`src/rtl/ram_sp.sv`:
```
// Single-port-style program/data RAM: one write port and one read port.
// Optional post-reset clear sequencer, registered read with write-first bypass, and a dropped-write flag.
module ram_sp #(
  parameter int              DATA_W         = 8,
  parameter int              ADDR_W         = 8,
  parameter int              READ_LATENCY   = 0,
  parameter int              CLEAR_ON_RESET = 0,
  parameter logic [DATA_W-1:0] CLEAR_VALUE  = '0
) (
  input  logic              clk,
  input  logic              reset,
  input  logic              write_req,
  input  logic [ADDR_W-1:0] w_addr,
  input  logic [DATA_W-1:0] w_data,
  input  logic [ADDR_W-1:0] r_addr,
  output logic [DATA_W-1:0] r_data,
  output logic              busy,
  output logic              w_drop
);
  localparam int DEPTH = 2 ** ADDR_W;

  typedef enum logic {S_CLEAR, S_READY} state_t;

  state_t            r_state;
  state_t            w_state_nxt;
  logic [ADDR_W-1:0] r_ptr;
  logic [ADDR_W-1:0] w_ptr_nxt;
  logic              r_drop;
  logic              w_clr_we;
  logic              w_usr_we;
  logic [DATA_W-1:0] r_mem [DEPTH];

  always_ff @(posedge clk) begin
    if (reset) begin
      r_state <= (CLEAR_ON_RESET != 0) ? S_CLEAR : S_READY;
      r_ptr   <= '0;
    end else begin
      r_state <= w_state_nxt;
      r_ptr   <= w_ptr_nxt;
    end
  end

  always_comb begin
    w_state_nxt = r_state;
    w_ptr_nxt   = r_ptr;
    w_clr_we    = 1'b0;
    w_usr_we    = 1'b0;
    case (r_state)
      S_CLEAR: begin
        w_clr_we  = ~reset;
        w_ptr_nxt = r_ptr + ADDR_W'(1);
        // Last address written on this edge hands the array back to the core
        if (&r_ptr) w_state_nxt = S_READY;
      end
      S_READY: begin
        w_usr_we = write_req & ~reset;
      end
      default: w_state_nxt = S_READY;
    endcase
  end

  assign busy = (r_state == S_CLEAR);

  // Memory contents are never reset; only the sequencer or a user write touches them
  always_ff @(posedge clk) begin
    if (w_clr_we)      r_mem[r_ptr]  <= CLEAR_VALUE;
    else if (w_usr_we) r_mem[w_addr] <= w_data;
  end

  always_ff @(posedge clk) begin
    if (reset) r_drop <= 1'b0;
    else       r_drop <= write_req & busy;
  end

  assign w_drop = r_drop;

  generate
    if (READ_LATENCY == 0) begin : g_comb_rd
      assign r_data = r_mem[r_addr];
    end else begin : g_reg_rd
      logic [DATA_W-1:0] r_rd;
      always_ff @(posedge clk) begin
        if (reset)                               r_rd <= '0;
        else if (busy)                           r_rd <= CLEAR_VALUE;
        else if (w_usr_we && (w_addr == r_addr)) r_rd <= w_data;
        else                                     r_rd <= r_mem[r_addr];
      end
      assign r_data = r_rd;
    end
  endgenerate

endmodule
```
`config.mk`:
```
export PLATFORM = sky130hd
export DESIGN_NAME = ram_sp
export DESIGN_NICKNAME = d
export VERILOG_FILES = /design/src/rtl/ram_sp.sv
export SDC_FILE = /design/constraint.sdc
export NUM_CORES = 2
export LEC_CHECK = 0
export ABC_AREA = 0
export CAP_MARGIN = 20
export CORE_MARGIN = 2
export CORE_UTILIZATION = 50
export CTS_CLUSTER_DIAMETER = 200
export DETAILED_ROUTE_END_ITERATION = 7
export PLACE_DENSITY = 0.63
export SYNTH_ARGS = -nofsm -noshare
export SYNTH_HDL_FRONTEND = slang
export SYNTH_SLANG_ARGS = --single-unit
```
`constraint.sdc`:
```
create_clock -name clk -period 12.7 [get_ports clk]
set_input_delay 1.905 -clock clk [delete_from_list [all_inputs] [get_ports clk]]
set_output_delay 1.905 -clock clk [all_outputs]
set_load 0.01 [all_outputs]
```
==> metrics.yaml <==
port_buffers: 36
place.gp.congestion: 0.8628
hp-start: "r_ptr[7]"
drc: 0
synthFlopType: "edfxtp_1"
sw_frac_of_total_pct: 21.29
period_share_pct: 70.48
slowest_delay_ns: 0.89
detail_route.vias_per_cell: 6.377
ctsHtreeMaxLevel: 4
max-slew-margin-rel_pct: 14.92
skew_ns: 0.02082
synth_top_area_share_pct: 77.02
synthArstFlopShare_pct: 0
cts_root_buf: "clkbuf_16"
drt_iter0_drc: 5572
clk_path_buf_depth: 3
rsz0062_at_grt: "false"
peakVddDrop_uv: 159.5
rows: 146
synth_edf_count: 2048
max_freq_ghz: 0.1117
comb_power_share_pct: 4.6
min_period_ns: 8.951
setup_tns_ns: 0
critical_path_class: "input port to output pin"
grt_max_degree: 221
arrival_ns: 7.05
synth_area_um2: 79850
cts.sinks: 2058
startpoint: "r_addr[1]"
critPathMaxFanout: 55
path_buf_inv: 4
die_y_um: 403.6
yosysUniqueCellTypes: 50
grt_antenna_before_repair: 11
initial_core_util_pct: 50.36
grt_overflow: 0
postCtsSetupBuffers: 0
max_slew.worst_pin.slew_ns: 1.276
numCtsBuffers: 201
cap_violations: 0
syn_inst: 3828
timing.rr.start: "r_state"
setup_viol: 0
yosys_warnings: 0
cp_slowest_cell: "nor4_1"
core_um2: 158600
nNetsFinal: 3943
syn_avg_cell_area_um2: 20.86
cp-end-kind: "output pin"
finalHoldViolCount: 0
die_x_um: 403.6
cts_tree: "done"
ys_seq_area_share_pct: 77.27
power_density_nw_per_um2: 156.5
internal-power_mw: 10.94
clock_power_share_pct: 41.9
final_layout_size_suffix_gt1_share_pct: 20.99
wl_um: 199500
wire_per_inst_um: 32.44
firstDrtPassIters: 6
path_clk_slew_ns: 0.06
dieArea_um2: 162900
hp-class: "register to register"
path_cells: "buf_8 > buf_4 > buf_4 > mux4_2 > nor2b_1 > o41ai_1 > a21oi_1 > nor4_1 > nor4_2 > clkdlybuf4s50_1"
worst_hold_slack_ns: 0.5600
slew_violations: 0
dr_total_vias: 39229
startpoint_type: "input port"
seqPwrFrac_pct: 53.6
switchingPower_mw: 2.958
status: "finished, final reports clean"
ys_top_cells_by_area: "edfxtp_1 (77%), mux4_2 (13%), mux2i_1 (1.8%)"
critPathTopFamily: "buffers and inverters"
drtAntennaViolNets: 0
dp_hpwl_um: 119800
post_cts_resized: 0
ys_seq_elements: 2058
clkLatencyLatePin_ns: 0.83
synth_top_area_cell: "edfxtp_1"
synth_nets: 3856
grt_pass1_vias: 39222
grt_usage_pct: 24.56
grt_pass1_wl_um: 284900
ios: 37
required_ns: 10.80
syn_to_final_growth_pct: 11.18
worst_path_most_repeated_cell: "buf_4"
postCtsHoldBufs: 0
p_leak_nw: 27.67
## power by group through the flow
stage | sequential [mW] | combinational [mW] | clock, mW
after floorplan | 7.60 | 0.387 | 0
after global placement | 7.59 | 0.624 | 0
after detailed placement | 7.59 | 0.632 | 0
after CTS | 7.44 | 0.633 | 5.88
after global routing | 7.44 | 0.664 | 6.15
final | 7.44 | 0.636 | 5.82
## Yosys cell counts (10+ instances only)
library cell / count
nor2b_1: 20
a221oi_1: 16
nor4_1: 15
nor3_1: 23
nand2b_1: 16
buf_2: 46
mux2i_1: 143
edfxtp_1: 2048
o22ai_1: 36
a211oi_1: 16
a21oi_1: 82
mux4_2: 449
buf_4: 27
dfxtp_1: 10
nor2_1: 287
a22oi_1: 139
clkbuf_1: 116
a22o_1: 27
or3_1: 10
o21ai_0: 36
buf_1: 15
nand3b_1: 12
buf_6: 22
and2_1: 15
o221ai_1: 35
nand3_1: 30
nand2_1: 65
## worst reg2reg max path: cells and delay by family (launching register included)
| family | cells | cell delay, ns |
|---|---|---|
| buf+inv | 1 | 0.52 |
| compound gates | 1 | 0.88 |
| flops | 1 | 0.51 |
| simple gates | 3 | 2.29 |
## layout make-up
cell class / count / area (um^2)
diodes: 2 / 5.005
well taps: 2072 / 2592
multi-input cells: 1536 / 16990
flip-flops and latches: 2058 / 61700
clock buffers: 242 / 5248
inverters: 2 / 7.507
repair buffers: 116 / 1081
clock inverters: 124 / 1149
fillers: 11771 / 69790
## layer usage
layer  vias to the layer above  share of wire, %  track usage, %
met3                       301               9.9           6.797
met5                         -             0.033               0
met1                     20874                41           35.13
li1                      16175                 -               -
met4                        10               2.7           6.847
met2                      1869                47           37.46
## cell usage in the layout (no fill, tap or decap), drive strengths merged, types with 6 or more instances in the layout
cell,netlist,routed
a211oi,16,16
a21oi,82,82
a221oi,16,16
a22o,27,27
a22oi,139,139
and2,15,15
and3,6,6
buf,116,86
bufinv,0,16
clkbuf,116,242
clkdlybuf4s50,0,30
clkinv,0,93
clkinvlp,0,8
dfxtp,10,10
edfxtp,2048,2048
inv,2,9
mux2,6,6
mux2i,143,143
mux4,449,449
nand2,65,65
nand2b,16,16
nand3,30,30
nand3b,12,12
nor2,287,287
nor2b,20,20
nor3,23,23
nor4,15,15
o21ai,42,42
o221ai,35,35
o22ai,36,36
or3,10,10
## sequential cells by signal, indices dropped and copies added (netlist names)
register and cells:
r_ptr 8, r_state 1, r_mem 2048, w_drop 1
## kinds of logic after synthesis
| family | count (synthesis) | synth area share [%] |
|---|---|---|
| compound gates | 424 | 3.687 |
| xor+xnor | 4 | 0.04388 |
| fa+ha+maj | 1 | 0.01567 |
| buf+inv | 234 | 1.603 |
| flops | 2058 | 77.27 |
| mux | 598 | 14.54 |
| simple gates | 509 | 2.835 |
## per-stage QoR
step / instance area (um^2) / setup WS (ns) / total power, mW / std cells / utilization [%]
final: 88780 / 3.749 / 13.89 / 6152 / 55.99
after global routing: 88770 / 3.712 / 14.25 / 6150 / 55.98
after CTS: 88690 / 3.744 / 13.96 / 6145 / 55.93
after detailed placement: 82290 / 3.744 / 8.219 / 5779 / 51.90
after global placement: 82240 / 3.543 / 8.210 / 5774 / 51.87
after floorplan: 79850 / 6.010 / 7.991 / 3828 / -
## worst paths after layout
kind              cells past startpoint  slack, ns             to
hold reg to reg                       2       0.56        r_state
setup / recovery                     10       3.75      r_data[5]
hold / removal                        2       0.56        r_state
setup reg to reg                      5       8.13  r_mem[253][4]
No activity file was read; power rests on OpenSTA's default activity.
